$ cat src/rtl/perceptron_job_arbiter.sv
// perceptron_job_arbiter: round-robin arbiter sharing one perceptron training node with start/ready handshake and timeout abort
module perceptron_job_arbiter #(
  parameter int N = 4,
  parameter int IDX_W = 2,
  parameter int TO_W = 16,
  parameter int TIMEOUT = 50000
) (
  input  logic             clk,
  input  logic             rst,
  input  logic [N-1:0]     req,
  output logic [N-1:0]     grant,
  output logic [IDX_W-1:0] grant_idx,
  output logic [N-1:0]     done,
  output logic             err,
  output logic             busy,
  input  logic             core_ready,
  output logic             core_start
);
  typedef enum logic [1:0] {IDLE, ISSUE, RUN, FINISH} state_t;
  state_t state, state_n;
  logic [IDX_W-1:0] ptr, win, off;
  logic [N-1:0] rot;
  logic [IDX_W:0] sum;
  logic [TO_W-1:0] cnt;
  logic err_r, go, active, leave, to_hit;
  assign go = state == IDLE && |req && core_ready;
  assign active = state == ISSUE || state == RUN;
  assign leave = (state == ISSUE && !core_ready) || (state == RUN && core_ready);
  assign to_hit = cnt == TO_W'(TIMEOUT - 1);
  // winner: first set req bit scanning upward from the pointer, wrapping
  always_comb begin
    rot = N'({req, req} >> ptr);
    off = '0;
    for (int i = N - 1; i >= 0; i--) off = rot[i] ? IDX_W'(i) : off;
    sum = {1'b0, ptr} + {1'b0, off};
    win = (sum >= (IDX_W+1)'(N)) ? IDX_W'(sum - (IDX_W+1)'(N)) : sum[IDX_W-1:0];
  end
  // state register
  always_ff @(posedge clk or posedge rst)
    if (rst) state <= IDLE;
    else state <= state_n;
  // next state: a normal handshake exit takes precedence over the timeout
  always_comb begin
    state_n = state == IDLE  ? (go ? ISSUE : IDLE) :
              state == ISSUE ? (!core_ready ? RUN : to_hit ? FINISH : ISSUE) :
              state == RUN   ? (core_ready || to_hit ? FINISH : RUN) : IDLE;
  end
  // grant, pointer, timeout counter and abort flag
  always_ff @(posedge clk or posedge rst)
    if (rst) begin
      grant <= '0;
      grant_idx <= '0;
      ptr <= '0;
      cnt <= '0;
      err_r <= 1'b0;
    end else begin
      if (go) begin
        grant <= N'(1) << win;
        grant_idx <= win;
        cnt <= '0;
        err_r <= 1'b0;
      end
      if (active) begin
        cnt <= cnt + TO_W'(1);
        err_r <= to_hit && !leave;
      end
      if (state == FINISH) begin
        grant <= '0;
        grant_idx <= '0;
        ptr <= (grant_idx == IDX_W'(N - 1)) ? '0 : grant_idx + IDX_W'(1);
      end
    end
  // outputs decoded from registered state only
  always_comb begin
    core_start = state == ISSUE;
    busy = state != IDLE;
    done = (state == FINISH) ? grant : '0;
    err = state == FINISH && err_r;
  end
endmodule
$ cat config.mk
export PLATFORM = sky130hd
export DESIGN_NAME = perceptron_job_arbiter
export DESIGN_NICKNAME = d
export VERILOG_FILES = /design/src/rtl/perceptron_job_arbiter.sv
export SDC_FILE = /design/constraint.sdc
export NUM_CORES = 1
export LEC_CHECK = 0
export BUFFER_PORTS_ARGS = -buffer_cell sky130_fd_sc_hd__buf_2
export CORE_MARGIN = 2
export CORE_UTILIZATION = 44
export CTS_CLUSTER_SIZE = 30
export DETAILED_ROUTE_END_ITERATION = 10
export PLACE_DENSITY = 0.73
export SKIP_LAST_GASP = 1
export SLEW_MARGIN = 10
export SYNTH_ARGS = -nofsm -noshare
export SYNTH_HDL_FRONTEND = slang
export SYNTH_SLANG_ARGS = --single-unit
$ cat constraint.sdc
create_clock -name clk -period 2.35 [get_ports clk]
set_input_delay 0.235 -clock clk [delete_from_list [all_inputs] [get_ports clk]]
set_output_delay 0.235 -clock clk [all_outputs]
set_load 0.03 [all_outputs]
* Word level (Yosys, flattened, before mapping)
Cells that the tools add are included.
** Storage, ports and cells
- Register bits :: 27
** Cells by class
- Magnitude comparators :: 1
- Equality and inequality tests :: 5
- Reductions and logical operators :: 16
- Mux-type cells :: 22
- Add/sub/neg operators :: 4
- Shift operators :: 2
** Operators with widths (count)
- $mux 16 :: 2
- $mux 2 :: 13
- $add 16x1->16 const B :: 1
- $eq 16x16->1 const B :: 1
- $mux 4 :: 3
- $shr 8x2->4 :: 1
- $eq 2x2->1 const B :: 3
- $logic_and 1x1->1 :: 6
- $reduce_bool 2->1 :: 3
- $mux 1 :: 4
- $reduce_or 4->1 :: 1
- $shl 1x2->4 const A :: 1
- $add 2x2->3 :: 1
- $ge 3x3->1 const B :: 1
- $logic_or 1x1->1 :: 3
- $add 2x1->2 const B :: 1
- $eq 2x1->1 const B :: 1
- $logic_not 1->1 :: 2
- $logic_not 2->1 :: 1
- $sub 2x1->2 const B :: 1

* Depth between registers and ports, before layout
- Depth in word-level cells :: 11
- Gate-level depth with buffers :: 10

* Worst setup path after synthesis
Ideal clock, no wire load.
- Path type :: flip-flop to flip-flop
- Start point :: register ptr[0]
- End point :: register grant[3]
- Slack :: 0.441 ns
- Library setup time :: 0.120 ns
- Period minus slack after synthesis :: 1.909 ns
- Cell stages (with the launch flop) :: 9
- Arrival time :: 1.790 ns
- Data required time :: 2.230 ns
- Buffers on the path :: 1
- Cell sequence :: dfrtp_1 buf_2 or4_1 nand3_1 ha_1 xor2_1 nor3_1 mux2i_1 nand2_1
** Between the ends
- Longest elaborated chain between the ends :: 11
- Elaborated cells between the ends (all ways) :: 12
- Those cells by class :: 2 x add/sub; 1 x order compare; 2 x shift; 7 x mux
** Ends and longest elaborated chain
- from (decl) :: line 21 : logic [IDX_W-1:0] ptr, win, off;
- from (signal assigned) :: line 70 : ptr <= (grant_idx == IDX_W'(N - 1)) ? '0 : grant_idx + IDX_W'(1);
- $shr 8x2->4 :: line 32 : rot = N'({req, req} >> ptr);
- $mux 2 (4 in series) :: line 34 : for (int i = N - 1; i >= 0; i--) off = rot[i] ? IDX_W'(i) : off;
- $add 2x2->3 * :: line 35 : sum = {1'b0, ptr} + {1'b0, off};
- $ge 3x3->1 or $sub 2x1->2 (tied branches) :: line 36 : win = (sum >= (IDX_W+1)'(N)) ? IDX_W'(sum - (IDX_W+1)'(N)) : sum[IDX_W-1:0];
- $mux 2 * :: line 36
- $shl 1x2->4 * :: line 58 : grant <= N'(1) << win;
- $mux 4 * :: line 57 : if (go) begin
- $mux 4 * :: line 67 : if (state == FINISH) begin
- to (signal assigned) :: line 58
- to (decl) :: line 11 : output logic [N-1:0] grant,
Mark *: on every way between the ends. The rest lies on a longest branch, timed or not. The select of a mux whose other input is x is not followed.
A chain may end at the register's enable or synchronous reset.

* Worst setup path after layout
- Start point :: register ptr[0]
- End point :: register grant[0]
The elaborated chain is that of the path after synthesis.

==> out/metrics.cfg <==
[outcome]
outcome = finished, final reports clean

[pwr]
p_int_mw = 1.11
ir_drop_v = 0.000486
p_per_area_nw_per_um2 = 1130
power.total_mw = 2.08
clock_power_share_pct = 12.4
p_comb_share_pct = 54.3
p_sw_share_pct = 46.9
leakage_nw = 0.829
pwr-share-seq_pct = 33.3
p_sw_uw = 978

[finish]
drive_gt1_share_pct = 15.7
insertedDiodeCount = 0
area_growth_pct = 9.58
nets = 219
final_core_util_pct = 50.4
seq_area_um2 = 676
nFillCells = 353
multi_input_area_um2 = 920

[clock_tree]
cts-root-buf = clkbuf_8
htree_num_levels = 1
clock_path_buffers = 2
cts.reportedPaths.clkPinSlew_ns = 0.09
cts.repair.resized = 0
clkSinkCount = 27
hold_buffers = 0
cts_buffers = 3
postCtsSetupBuffers = 0
tritoncts = built
clkLatencyLatePin_ns = 0.27

[timing]
post-route-period-util_pct = 87.2
skew_ns = 0.00457
period_minus_slack_ns = 2.05
rsz0062_at_grt = no
drv_slew = 0
finalSetupTns_ns = 0
fmax_mhz = 488
max-slew-margin-rel_pct = 65.4
hold_viol = 0
setup_viol = 0
worst_pin_slew_ns = 0.517
timing.hold.ws_ns = 0.0143

[logic_synthesis]
yosysUniqueCellTypes = 42
syn_nets = 201
synthAdderAreaFrac_pct = 5.20
synth_edf_count = 0
yosys_register_bits = 27
synth_ff_type = dfrtp_1
synth_xor_area_share_pct = 3.64
synthMuxAreaShare_pct = 4.98
synthesis.area_um2 = 1680
syn_avg_cell_area_um2 = 9.01
synthCells = 187
synth_compound_area_share_pct = 14.3
synth_top_family_by_area = simple AND/OR/NAND/NOR gates
async_flop_share_pct = 100
synth_warnings = 0
yosys.area_share.simple_pct = 26.4
seq_area_frac_synth_pct = 40.1

[hold_path]
hp-class = in -> async

[worst_setup_path]
end_kind = flip-flop
cp.required_ns = 2.56
reg2reg_depth = 6
setup.worst_path.class = reg -> reg
critPathSlowestCell = or4_1
startpoint_type = flip-flop
max_stage_delay_ns = 0.53
arrival_ns = 2.26
path_max_fanout = 12
path_cells = or4_1, nand3_1, ha_1, nor4_1, mux2i_1, nand2_1

[global_route]
grt_pass1_wl_mm = 5.60
antenna_found_initial = 0
track_usage_pct = 16.4
grt_max_degree = 28
gr-total-overflow = 0
grt_pass1_vias = 1211

[routing]
remaining_drc_errors = 0
wl_per_cell_um = 12.9
via_count = 1393
ant_nets = 0
via_per_inst = 5.53
drt_iter0_drc = 121
firstDrtPassIters = 4
routed_wl_mm = 3.25

[floorplanning]
die_y_um = 65.9
die_w_um = 65.9
die-area_um2 = 4340
start_util_pct = 46.0
fp-row-count = 22
core_um2 = 3660
num_io_pins = 20

[run]
maxCapViolCount = 0

[place]
io_buffers = 19
hpwl_mm = 2.39
gp_congestion = 0.833

kinds of logic after synthesis:
group           Yosys count
xor+xnor                  7
compound gates           40
fa+ha+maj                 7
simple gates             82
mux                       8
buf+inv                  16
flops                    27
cell usage after synthesis (2+ instances only):
library cell	instances	area (µm²)
nand4_1	5	31.3
a21oi_1	5	25.0
xnor2_1	5	43.8
nand2b_1	3	18.8
nand3b_1	4	30.0
and2_1	7	43.8
mux2_2	3	33.8
buf_6	3	33.8
xor2_1	2	17.5
ha_1	7	87.6
clkbuf_1	3	11.3
o31ai_1	2	15.0
nand3_1	12	60.1
inv_1	6	22.5
mux2i_1	5	50.1
nor4_1	2	12.5
nor2_1	13	48.8
buf_2	2	10.0
o21ai_0	20	100
o22ai_1	2	12.5
nor3_1	3	15.0
and3_1	2	12.5
nand2_1	22	82.6
dfrtp_1	27	676
nor4bb_1	2	20.0
o211ai_1	3	22.5
a31oi_1	2	12.5
metrics by stage:
step | setup slack [ns] | cells | instance area [µm²]
2_1_floorplan | 0.441 | 187 | 1680
3_3_place_gp | 0.385 | 248 | 1800
3_5_place_dp | 0.307 | 248 | 1800
4_1_cts | 0.286 | 252 | 1850
5_1_grt | 0.0792 | 252 | 1850
6_report | 0.300 | 252 | 1850
power groups by stage:
stage          clock [mW]  sequential [mW]  combinational [mW]
2_1_floorplan           0            0.726               0.887
3_3_place_gp            0            0.695                1.12
3_5_place_dp            0            0.704                1.13
4_1_cts             0.268            0.694                1.14
5_1_grt             0.282            0.716                1.27
6_report            0.259            0.695                1.13
flip-flops by register name (all words and copies together), names as in the netlist:
register,count
cnt,16
err_r,1
grant,4
grant_idx,2
ptr,2
state,2
worst paths after layout:
check | from | to | slack (ns)
setup / recovery | ptr[0] | grant[0] | 0.30
min in group clk | core_ready | state[1] | 0.22
max in group asynchronous | rst | cnt[5] | 2.09
hold / removal | rst | cnt[1] | 0.01
setup reg to reg | ptr[0] | grant[0] | 0.30
hold reg to reg | cnt[14] | cnt[14] | 0.52
placed cells by master, fill, tap and decap left out, types with 2 or more instances in the layout:
| cell | netlist | routed |
|---|---|---|
| dfrtp_1 | 27 | 27 |
| nand2_1 | 22 | 22 |
| o21ai_0 | 20 | 20 |
| buf_2 | 2 | 19 |
| nor2_1 | 13 | 13 |
| nand3_1 | 12 | 12 |
| and2_1 | 7 | 7 |
| ha_1 | 7 | 7 |
| inv_1 | 6 | 6 |
| xnor2_1 | 5 | 5 |
| mux2i_1 | 5 | 5 |
| a21oi_1 | 5 | 5 |
| nand4_1 | 5 | 5 |
| nand3b_1 | 4 | 4 |
| mux2_2 | 3 | 3 |
| nand2b_1 | 3 | 3 |
| nor3_1 | 3 | 3 |
| o211ai_1 | 3 | 3 |
| clkbuf_8 | 0 | 3 |
| buf_4 | 1 | 3 |
| and3_1 | 2 | 2 |
| xor2_1 | 2 | 2 |
| nor4_1 | 2 | 2 |
| o22ai_1 | 2 | 2 |
| nor4bb_1 | 2 | 2 |
| a31oi_1 | 2 | 2 |
| o31ai_1 | 2 | 2 |
critical path, delay by kind of cell (launching register included):
kind | cells | cell delay [ns]
flops | 1 | 0.49
fa+ha+maj | 1 | 0.26
simple gates | 4 | 1.09
mux | 1 | 0.15
per-layer routing:
layer / wire [µm] / global-route usage, % / vias up / part of all wire [%]
met2: 1450 / 25.5 / 35 / 45
met3: 137 / 2.39 / 6 / 4.2
met5: 0 / 0 / - / 0
met4: 54 / 4.69 / 0 / 1.7
li1: - / - / 706 / -
met1: 1610 / 23.6 / 646 / 49
final cells by class:
type	instances	area share, %
Tap cell	48	3.25
Clock inverter	1	0.271
Inverter	7	1.42
Multi-Input combinational cell	144	49.8
Timing Repair Buffer	22	6.37
Clock buffer	3	2.24
Sequential cell	27	36.6
Note: power is estimated with default switching activity, not from simulation.
